--- src/rtl/control_sequencer_pkg.sv ---
// Shared definitions for the control sequencer: opcodes, control-word bit
// positions, microstep count and per-opcode instruction lengths.
package control_sequencer_pkg;

   // Opcodes (instruction register upper nibble)
   localparam logic [3:0] OpNop = 4'h0;
   localparam logic [3:0] OpLda = 4'h1;
   localparam logic [3:0] OpAdd = 4'h2;
   localparam logic [3:0] OpSub = 4'h3;
   localparam logic [3:0] OpSta = 4'h4;
   localparam logic [3:0] OpLdi = 4'h5;
   localparam logic [3:0] OpJmp = 4'h6;
   localparam logic [3:0] OpJc  = 4'h7;
   localparam logic [3:0] OpJz  = 4'h8;
   localparam logic [3:0] OpOut = 4'hE;
   localparam logic [3:0] OpHlt = 4'hF;

   // Control word bit positions (active high)
   localparam int unsigned CwHlt = 15;
   localparam int unsigned CwMi  = 14;
   localparam int unsigned CwRi  = 13;
   localparam int unsigned CwRo  = 12;
   localparam int unsigned CwIo  = 11;
   localparam int unsigned CwIi  = 10;
   localparam int unsigned CwAi  = 9;
   localparam int unsigned CwAo  = 8;
   localparam int unsigned CwEo  = 7;
   localparam int unsigned CwSu  = 6;
   localparam int unsigned CwBi  = 5;
   localparam int unsigned CwOi  = 4;
   localparam int unsigned CwCe  = 3;
   localparam int unsigned CwCo  = 2;
   localparam int unsigned CwJ   = 1;
   localparam int unsigned CwFi  = 0;

   // Microsteps per instruction slot and the last step index
   localparam int unsigned NumSteps = 5;
   localparam logic [2:0]  LastStep = 3'(NumSteps - 1);

   // Instruction length in steps, indexed by opcode (flag independent)
   localparam logic [15:0][2:0] InstrLen = {
      3'd3, 3'd3, 3'd3, 3'd3, 3'd3, 3'd3, 3'd3, 3'd3,  // F..8
      3'd3, 3'd3, 3'd3, 3'd4, 3'd5, 3'd5, 3'd4, 3'd3   // 7..0
   };

   // Sequencer run state
   typedef enum logic [1:0] {
      StStart,  // first clock after reset: hold fetch step
      StRun,
      StHalt
   } seq_state_e;

endpackage

--- src/rtl/microcode_rom.sv ---
// Combinational microcode: (opcode, step, flags) -> control word.
module microcode_rom
   import control_sequencer_pkg::*;
(
   input  logic [3:0]  opcode_i,
   input  logic [2:0]  step_i,
   input  logic        carry_flag_i,
   input  logic        zero_flag_i,
   output logic [15:0] control_word_o
);

   // Decode the control word for the current step
   always_comb begin
      control_word_o = '0;
      case (step_i)
         3'd0: begin
            control_word_o[CwCo] = 1'b1;
            control_word_o[CwMi] = 1'b1;
         end
         3'd1: begin
            control_word_o[CwRo] = 1'b1;
            control_word_o[CwIi] = 1'b1;
            control_word_o[CwCe] = 1'b1;
         end
         default: begin
            case (opcode_i)
               OpNop: ;
               OpLda: begin
                  if (step_i == 3'd2) begin
                     control_word_o[CwIo] = 1'b1;
                     control_word_o[CwMi] = 1'b1;
                  end else if (step_i == 3'd3) begin
                     control_word_o[CwRo] = 1'b1;
                     control_word_o[CwAi] = 1'b1;
                  end
               end
               OpAdd, OpSub: begin
                  if (step_i == 3'd2) begin
                     control_word_o[CwIo] = 1'b1;
                     control_word_o[CwMi] = 1'b1;
                  end else if (step_i == 3'd3) begin
                     control_word_o[CwRo] = 1'b1;
                     control_word_o[CwBi] = 1'b1;
                  end else if (step_i == 3'd4) begin
                     control_word_o[CwEo] = 1'b1;
                     control_word_o[CwAi] = 1'b1;
                     control_word_o[CwFi] = 1'b1;
                     control_word_o[CwSu] = (opcode_i == OpSub);
                  end
               end
               OpSta: begin
                  if (step_i == 3'd2) begin
                     control_word_o[CwIo] = 1'b1;
                     control_word_o[CwMi] = 1'b1;
                  end else if (step_i == 3'd3) begin
                     control_word_o[CwAo] = 1'b1;
                     control_word_o[CwRi] = 1'b1;
                  end
               end
               OpLdi: begin
                  if (step_i == 3'd2) begin
                     control_word_o[CwIo] = 1'b1;
                     control_word_o[CwAi] = 1'b1;
                  end
               end
               OpJmp, OpJc, OpJz: begin
                  // Conditional jumps look at the flags only in step 2
                  if ((step_i == 3'd2) &&
                      ((opcode_i == OpJmp) ||
                       ((opcode_i == OpJc) && carry_flag_i) ||
                       ((opcode_i == OpJz) && zero_flag_i))) begin
                     control_word_o[CwIo] = 1'b1;
                     control_word_o[CwJ]  = 1'b1;
                  end
               end
               OpOut: begin
                  if (step_i == 3'd2) begin
                     control_word_o[CwAo] = 1'b1;
                     control_word_o[CwOi] = 1'b1;
                  end
               end
               OpHlt: begin
                  if (step_i == 3'd2) begin
                     control_word_o[CwHlt] = 1'b1;
                  end
               end
               default: ;  // 1001-1101 behave as NOP
            endcase
         end
      endcase
   end

endmodule

--- src/rtl/control_sequencer.sv ---
// Microstep sequencer: step counter, halt latch and wrap logic around the
// microcode ROM.
module control_sequencer
   import control_sequencer_pkg::*;
#(
   parameter bit EARLY_EXIT = 1'b1
) (
   input  logic        clk,
   input  logic        n_clear,
   input  logic [3:0]  opcode,
   input  logic        carry_flag,
   input  logic        zero_flag,
   output logic [15:0] control_word,
   output logic [2:0]  step,
   output logic        halted
);

   seq_state_e  state_q, state_d;
   logic [2:0]  step_q, step_d;
   logic [2:0]  last_step;
   logic [15:0] rom_cw;

   microcode_rom u_rom (
      .opcode_i       (opcode),
      .step_i         (step_q),
      .carry_flag_i   (carry_flag),
      .zero_flag_i    (zero_flag),
      .control_word_o (rom_cw)
   );

   // Last step index of the current instruction
   always_comb begin
      last_step = EARLY_EXIT ? (InstrLen[opcode] - 3'd1) : LastStep;
   end

   // Next state: hold after reset, advance/wrap while running, freeze on HLT
   always_comb begin
      state_d = state_q;
      step_d  = step_q;
      case (state_q)
         StStart: state_d = StRun;
         StRun: begin
            if (rom_cw[CwHlt]) begin
               state_d = StHalt;
            end else if (step_q == last_step) begin
               step_d = '0;
            end else begin
               step_d = step_q + 3'd1;
            end
         end
         StHalt: ;
         default: begin
            state_d = StStart;
            step_d  = '0;
         end
      endcase
   end

   // State registers with asynchronous clear
   always_ff @(posedge clk or negedge n_clear) begin
      if (!n_clear) begin
         state_q <= StStart;
         step_q  <= '0;
      end else begin
         state_q <= state_d;
         step_q  <= step_d;
      end
   end

   // Output word: clear forces zero immediately, halt forces HLT only
   always_comb begin
      control_word = '0;
      if (!n_clear) begin
         control_word = '0;
      end else if (state_q == StHalt) begin
         control_word[CwHlt] = 1'b1;
      end else begin
         control_word = rom_cw;
      end
   end

   assign step   = step_q;
   assign halted = (state_q == StHalt);

endmodule

--- config.mk ---
export PLATFORM = sky130hd
export DESIGN_NAME = control_sequencer
export DESIGN_NICKNAME = d
export VERILOG_FILES = /design/src/rtl/control_sequencer_pkg.sv /design/src/rtl/microcode_rom.sv /design/src/rtl/control_sequencer.sv
export SDC_FILE = /design/constraint.sdc
export NUM_CORES = 1
export LEC_CHECK = 0
export ABC_AREA = 1
export CAP_MARGIN = 10
export CELL_PAD_IN_SITES_DETAIL_PLACEMENT = 1
export CELL_PAD_IN_SITES_GLOBAL_PLACEMENT = 1
export CORE_MARGIN = 2
export CORE_UTILIZATION = 30
export DETAILED_ROUTE_END_ITERATION = 10
export PLACE_DENSITY = 0.8
export RECOVER_POWER = 25
export SYNTH_ARGS = -nofsm -noshare
export SYNTH_HDL_FRONTEND = slang
export SYNTH_HIERARCHICAL = 1
export SYNTH_SLANG_ARGS = --single-unit
--- constraint.sdc ---
create_clock -name clk -period 3.1 [get_ports clk]
set_input_delay 0.465 -clock clk [delete_from_list [all_inputs] [get_ports clk]]
set_output_delay 0.465 -clock clk [all_outputs]
set_load 0.01 [all_outputs]
==> metrics.md, run 1 <==
| Metric | Value |
|---|---|
| Vias/cell | 4.54 |
| Largest delay contributor family on the critical path | buffers and inverters |
| Leak pwr | 0.000539 uW |
| Cell count after placement | 198 |
| Gr ovfl total | 0 |
| Crit path buffers/inverters | 3 |
| Layout Cells excl Fill | 202 |
| # Post-CTS Setup Buffers | 0 |
| First-pass GRT wire length | 3350 um |
| Detail Placement HPWL | 1740 um |
| # diodes | 0 |
| Cells after synthesis | 144 |
| Share of cells above drive strength 1 | 10.5% |
| Max FO, Critical Path | 9 |
| Final hold violation count | 0 |
| Num CTS Buffers | 3 |
| Die W | 54.9 um |
| Worst rel slew slack | 63.7% |
| Drt pass-1 iters | 3 |
| Vias in the first global route | 893 |
| CTS tree | built |
| Clock skew | 1.09 ps |
| Port bufs | 27 |
| Setup TNS | 0 ps |
| RSZ-0062 raised after global routing | false |
| WP data arrival | 2390 ps |
| Seq/Total Area, Yosys | 16.1% |
| Top Ports | 28 |
| # DRC | 0 |
| Clock Latency Late Sink | 230 ps |
| Placer Congestion | 0.718 |
| Hold crit path type | flop to flop |
| Pwr Density | 593 mW/mm2 |
| Max Slew Vio Count | 0 |
| Nets | 183 |
| Post-synth top area cell | inv_1 |
| GRT Resource Usage Total | 14.9% |
| CTS resizes | 0 |
| Worst slack, placed | 234 ps |
| Measured slew at the worst slew-check pin | 544 ps |
| Post-Route WL | 2040 um |
| Synthesized Nets | 154 |
| Status | completed |
| Initial Util | 31.7% |
| Mean Syn Cell Area | 5.40 um2 |
| Most used cell along the critical path | clkdlybuf4s50_1 |
| Via Count | 918 |
| IR drop worst, VDD | 0.000485 V |
| Max-cap violation count | 0 |
| Number of synthesized register bits | 5 |
| Antenna violations before repair | 0 |
| Cell row count | 18 |
| Routed len/inst | 10.1 um |
| CP peak stage delay | 640 ps |
| Final Setup Violations | 0 |
| CP Launch Type | input pin |
| Yosys cell types | 23 |
| Die Height | 54.9 um |
| CTS Sinks | 5 |
| YS warnings | 6 |
| Required @ worst endpoint | 2630 ps |
| Cell Chain, Critical Path | clkdlybuf4s50_1, inv_1, nor3_1, o21a_1, clkdlybuf4s50_1 |
| Fmax | 350 MHz |
| DRT antenna net count | 0 |
| Final Cycle Share | 92.1% |
| Clock Tree Buf Depth | 2 |
| Die area | 0.00301 mm2 |
| Largest net degree at the start of global routing | 16 |
| Synth top area share | 16.9% |
| Type of element capturing the critical path | output port |
| Clock-pin slew on the worst setup and hold paths | 40 ps |
| Hold_buf cts | 0 |
| Htree depth | 1 |
| Clk root buf | clkbuf_4 |
| Cell Area, Synth | 777 um2 |
| Final min period | 2860 ps |
| CP max-delay cell | clkdlybuf4s50_1 |
| Top area cells in the synthesized netlist | inv_1, dfrtp_1, nand2_1, nor2_1, nand3_1 |
| Hold Slack | 475 ps |
| Setup ws final | 244 ps |
| CORE AREA | 0.00245 mm2 |
| Area Growth Syn to Fin | 40.4% |
| Crit Path Category | input pin to output port |
| Iter 0 DRT Violations | 5 |
kinds of logic after synthesis:
group	share of synthesized area (%)
and+or+nand+nor	48.5
DFF	16.1
buffers and inverters	20.9
AOI/OAI and AO/OA	9.02
adders and majority gates	3.22
xor gates and xnor gates	2.25
sequential cells by signal, summed over array words and instances (netlist names):
signal   flops
step         3
state_q      2
placed cells by master, fill, tap and decap left out, types with 3 or more instances in the layout:
cell	synthesis	routed
inv_1	35	35
nand2_1	32	32
clkdlybuf4s50_1	0	25
nor2_1	24	24
nand3_1	15	15
dfrtp_1	5	5
nor2_2	4	4
o21ai_2	3	3
inv_2	3	3
clkbuf_4	0	3
synthesized netlist by cell type:
master and number:
buf_4 2, buf_2 1, a21oi_1 1, xor2_1 2, inv_1 35, o21ai_1 1
o21a_1 1, o21bai_1 2, nand3_2 2, o22ai_1 1, nor2_4 1, nor2_2 4
nand3_1 15, nor3_1 2, nand2_2 2, o21ai_2 3, nand4_1 2, o21ai_0 1
nor2_1 24, nand2_1 32, ha_1 2, dfrtp_1 5, inv_2 3
path summary, 6_finish.rpt:
kind	slack, ps	depth (start not counted)	to	startpoint
min reg2reg	470	1	state_q[0]	state_q[1]
max reg2reg	1370	7	step[0]	step[2]
max	240	5	control_word[15]	opcode[0]
max in group asynchronous	2300	1	step[1]	n_clear
min in group asynchronous	560	1	state_q[0]	n_clear
min	470	1	state_q[0]	state_q[1]
report_power, final:
part / internal [uW] / switching, uW / leakage (uW)
registers: 97.7 / 59.2 / 0.0000605
logic: 186 / 232 / 0.000464
clock network: 48.5 / 23.8 / 0.0000150
area by class of cell:
type / count / area, um2
Tap cell: 30 / 37.5
Sequential cell: 5 / 125
Inverter: 38 / 143
Clock buffer: 4 / 26.3
Fill cell: 351 / 1360
Timing Repair Buffer: 27 / 270
Multi-Input combinational cell: 98 / 489
metal layers:
| layer | vias to the layer above | global-route usage [%] | part of all wire, % |
|---|---|---|---|
| met1 | 416 | 17.3 | 47 |
| met5 | - | 0 | 0 |
| met2 | 16 | 28.6 | 49 |
| li1 | 486 | - | - |
| met3 | 0 | 2.42 | 3.7 |
| met4 | 0 | 2.44 | 0 |
through the flow:
| stage | util (%) | power (uW) | area (um2) |
|---|---|---|---|
| floorplan | - | 422 | 777 |
| global placement | 43.4 | 571 | 1060 |
| detailed placement | 43.4 | 586 | 1060 |
| CTS | 44.4 | 665 | 1090 |
| global route | 44.4 | 728 | 1090 |
| finish | 44.4 | 647 | 1090 |
Note: power is estimated with default switching activity, not from simulation.
==> run 2: changes to the inputs <==
Settings changed: CORE_UTILIZATION 30 to 25, PLACE_DENSITY 0.8 to 0.71.
Clock period 3.1 ns to 2.5 ns, I/O delays scaled along.
==> run 2 against run 1 <==
Against the previous run: cell area grew 7.0%; die area is 18% higher; largest cell class unchanged; combinational power rose by 34%; sequential power grew 25%; core utilization shrank 5.6 points; clock skew up 4.4 ps; total power rose by 32%; critical path depth down 1; clock power increased by 35%; final cell count up 5.9%; global-route usage is 0.36 points lower.
==> metrics.md, run 2 (same netlist as run 1, synthesis figures left out) <==
| Metric | Value |
|---|---|
| Htree depth | 1 |
| RR Startpoint | step[0] |
| Worst-case reg-to-reg path depth | 8 |
| CTS tree | built |
| Max-cap violation count | 0 |
| Crit path buffers/inverters | 3 |
| Hold crit path type | flop to flop |
| Clk root buf | clkbuf_4 |
| First-pass GRT wire length | 4050 um |
| Cell Chain, Critical Path | dlygate4sd3_1, clkbuf_1, o21a_1, clkdlybuf4s50_1 |
| Leak pwr | 0.000584 uW |
| RR Endpoint | step[2] |
| Gr ovfl total | 0 |
| Final hold violation count | 0 |
| Max FFs per register | 3 |
| Die area | 0.00357 mm2 |
| CP Launch Type | input pin |
| GRT Resource Usage Total | 14.5% |
| CORE AREA | 0.00300 mm2 |
| Area Growth Syn to Fin | 50.2% |
| RSZ-0062 raised after global routing | false |
| Num CTS Buffers | 3 |
| Antenna violations before repair | 0 |
| Worst Hold End | state_q[0] |
| Placer Congestion | 0.720 |
| Share of cells above drive strength 1 | 17.1% |
| Final min period | 2350 ps |
| CTS Sinks | 5 |
| Measured slew at the worst slew-check pin | 535 ps |
| Fill cells | 416 |
| Commonest non-fill, non-tap cell in the layout | inv_1 |
| Type of element capturing the critical path | output port |
| Nets | 192 |
| # diodes | 0 |
| Vias/cell | 4.59 |
| Worst rel slew slack | 64.4% |
| Final Cycle Share | 94.0% |
| Clock Latency Late Sink | 250 ps |
| Worst slack, placed | -45.3 ps |
| CP max-delay cell | dlygate4sd3_1 |
| Drt pass-1 iters | 4 |
| Largest net degree at the start of global routing | 16 |
| Die Height | 59.8 um |
| Setup ws final | 149 ps |
| Via Count | 982 |
| Top Ports | 28 |
| Port bufs | 27 |
| Fmax | 425 MHz |
| Final Total Pwr | 855 uW |
| Clock-pin slew on the worst setup and hold paths | 40 ps |
| WP data arrival | 1980 ps |
| # DRC | 0 |
| Max Slew Vio Count | 0 |
| CP Launch Point | n_clear |
| Clock skew | 5.49 ps |
| Clock Tree Buf Depth | 2 |
| Crit Path Category | input pin to output port |
| Reg-to-reg slack, setup | 920 ps |
| Vias in the first global route | 980 |
| Final Setup Violations | 0 |
| Hold Path Depth | 1 |
| Largest delay contributor family on the critical path | buffers and inverters |
| Cell row count | 20 |
| Detail Placement HPWL | 1910 um |
| Status | completed |
| Required @ worst endpoint | 2120 ps |
| Post-Route WL | 2320 um |
| WP depth | 4 |
| Iter 0 DRT Violations | 20 |
| Routed len/inst | 10.8 um |
| DRT antenna net count | 0 |
| Most frequent cells in the layout | inv_1, nand2_1, nor2_1 |
| IR drop worst, VDD | 0.000363 V |
| CP peak stage delay | 570 ps |
| Max FO, Critical Path | 6 |
| Die W | 59.8 um |
| HP Start | state_q[1] |
| Pwr Density | 733 mW/mm2 |
| Initial Util | 25.9% |
==> run 2: cell count changes in the layout (fill, tap and decap cells not counted), sizes merged <==
cell | before | now
clkdlybuf4s50 | 25 | 22
buf | 0 | 8
clkbuf | 4 | 5
dlygate4sd2 | 0 | 4
dlygate4sd3 | 2 | 1
==> run 2: how the worst max path moves through the flow <==
stage / end / slack (ps)
6_report: control_word[15] / 150
5_1_grt: control_word[9] / 20
4_1_cts: control_word[15] / 40
3_5_place_dp: control_word[6] / -50
3_3_place_gp: control_word[6] / 3
2_1_floorplan: control_word[15] / 920
==> run 2: final cells by class <==
| class | count | area (um2) | area share [%] |
|---|---|---|---|
| clock buffer | 4 | 26.3 | 2.25 |
| inverter | 38 | 143 | 12.2 |
| multi-input combinational | 98 | 502 | 43.0 |
| sequential | 5 | 126 | 10.8 |
| tap | 33 | 41.3 | 3.54 |
| timing repair buffer | 36 | 329 | 28.2 |
==> run 2: report_power, final <==
group	internal (uW)	leakage (uW)	switching (uW)
clock network	60.6	0.0000150	36.7
logic	249	0.000510	313
registers	123	0.0000593	72.9
total	433	0.000584	423
==> run 2: routing by layer <==
metal / vias to the layer above / share of wire, % / global-route usage, % / wire length [um]
met1: 456 / 44 / 16.6 / 1010
li1: 503 / - / - / -
met3: 2 / 3.3 / 1.52 / 77
met5: - / 0 / 0 / 0
met2: 21 / 52 / 27.5 / 1220
met4: 0 / 0.69 / 4.76 / 16
==> run 2: what timing repair did <==
action,in CTS,in global routing
endpoints found under the setup margin,7,4
hold buffers,0,0
buffers inserted,1,0
pin swaps,1,0
gates resized for setup,4,6
==> run 2: metrics by stage <==
step	util, %	area, um2	hold slack, ps	setup TNS, ps	instances
after detailed placement	37.6	1130	477	-152	209
final	38.9	1170	505	0	214
after global routing	38.9	1170	528	0	214
after floorplan	-	777	79.4	0	144
after CTS	38.5	1160	459	0	214
after global placement	37.6	1130	447	0	209
==> run 3: changes to the inputs <==
Settings changed: CORE_MARGIN 2 to 4, GPL_ROUTABILITY_DRIVEN from default to 0.
==> run 3 against run 2 <==
Against the previous run: critical path depth did not move; clock-buffer cell count did not move; clock power fell by 2.7%; cell area rose by 0.86%; worst hold slack got worse by 4.7 ps; clock skew fell by 2.6 ps.
==> metrics.md, run 3 (same netlist as run 1, synthesis figures left out) <==
| Metric | Value |
|---|---|
| Status | completed |
| Iter 0 DRT Violations | 20 |
| Initial Util | 27.2% |
| Clock Tree Buf Depth | 2 |
| Crit Path Category | input pin to output port |
| Worst Hold End | state_q[0] |
| Worst slack, placed | -64.6 ps |
| Max FFs per register | 3 |
| RR Endpoint | step[2] |
| Final min period | 2350 ps |
| Clock skew | 2.88 ps |
| Leak pwr | 0.000590 uW |
| # diodes | 0 |
| Drt pass-1 iters | 4 |
| Die area | 0.00406 mm2 |
| Largest net degree at the start of global routing | 16 |
| RR Startpoint | step[0] |
| Vias in the first global route | 1,019 |
| Routed len/inst | 11.1 um |
| Hold crit path type | flop to flop |
| Worst rel slew slack | 64.1% |
| Clock-pin slew on the worst setup and hold paths | 40 ps |
| CTS tree | built |
| Setup ws final | 147 ps |
| Port bufs | 27 |
| Nets | 193 |
| CORE AREA | 0.00285 mm2 |
| Measured slew at the worst slew-check pin | 538 ps |
| Die W | 63.8 um |
| Antenna violations before repair | 0 |
| Via Count | 983 |
| Die Height | 63.8 um |
| Final Setup Violations | 0 |
| GRT Resource Usage Total | 12.4% |
| RSZ-0062 raised after global routing | false |
| First-pass GRT wire length | 4350 um |
| Gr ovfl total | 0 |
| Cell row count | 19 |
| Type of element capturing the critical path | output port |
| Fmax | 425 MHz |
| Required @ worst endpoint | 2120 ps |
| Area Growth Syn to Fin | 51.5% |
| Worst-case reg-to-reg path depth | 8 |
| Max-cap violation count | 0 |
| Post-Route WL | 2360 um |
| Final hold violation count | 0 |
| Detail Placement HPWL | 1920 um |
| # DRC | 0 |
| Clk root buf | clkbuf_4 |
| WP data arrival | 1980 ps |
| Reg-to-reg slack, setup | 860 ps |
| Final Cycle Share | 94.1% |
| Hold Slack | 500 ps |
| Clock Latency Late Sink | 240 ps |
| Vias/cell | 4.62 |
| CTS Sinks | 5 |
| Pwr Density | 717 mW/mm2 |
| DRT antenna net count | 0 |
| Max FO, Critical Path | 6 |
| CP Launch Type | input pin |
| Most frequent cells in the layout | inv_1, nand2_1, nor2_1 |
| IR drop worst, VDD | 0.000416 V |
| Max Slew Vio Count | 0 |
| Commonest non-fill, non-tap cell in the layout | inv_1 |
| HP Start | state_q[1] |
| Hold Path Depth | 1 |
| Share of cells above drive strength 1 | 18.1% |
| Top Ports | 28 |
| Htree depth | 1 |
| Num CTS Buffers | 3 |
## run 3: layer usage
metal,routed length [um],track usage [%]
met1,1070,15.5
met2,1220,22.9
met3,71,1.75
met4,0,1.89
met5,0,0
## run 3: report_power, final
part	total, uW	internal (uW)	switching (uW)
Sequential	202	122	79.8
Clock	94.7	60.4	34.3
Combinational	548	244	304
Total	845	427	418
## run 3: metrics by stage
step	power [uW]	instances	util, %	instance area [um2]	setup TNS [ps]
3_5_place_dp	737	207	39.5	1130	-134
2_1_floorplan	524	144	-	777	0
5_1_grt	954	213	41.3	1180	0
4_1_cts	840	213	40.8	1160	0
6_report	845	213	41.3	1180	0
3_3_place_gp	718	207	39.5	1130	-68.3
## run 3: worst max-delay path by stage
| stage | startpoint | end |
|---|---|---|
| floorplan | step[2] | control_word[15] |
| CTS | step[2] | control_word[15] |
| detailed placement | opcode[3] | control_word[6] |
| global route | step[0] | control_word[14] |
| global placement | opcode[3] | control_word[6] |
| finish | n_clear | control_word[15] |
## run 3: worst max-delay path: stages
cell and delay [ps]:
dlygate4sd3_1 570, clkbuf_1 320, o21a_1 180, clkdlybuf4s50_1 530
## run 3: what timing repair did
action / CTS / global route
gates resized for setup: 5 / 5
pin swaps: 1 / 0
buffers inserted: 2 / 0
hold buffers: 0 / 0
setup endpoints to repair: 7 / 7
## run 3: cell type report
class / instances / area, um2
fillers: 395 / 1680
multi-input cells: 98 / 507
repair buffers: 37 / 337
inverters: 38 / 143
flip-flops and latches: 5 / 126
well taps: 31 / 38.8
clock buffers: 4 / 26.3
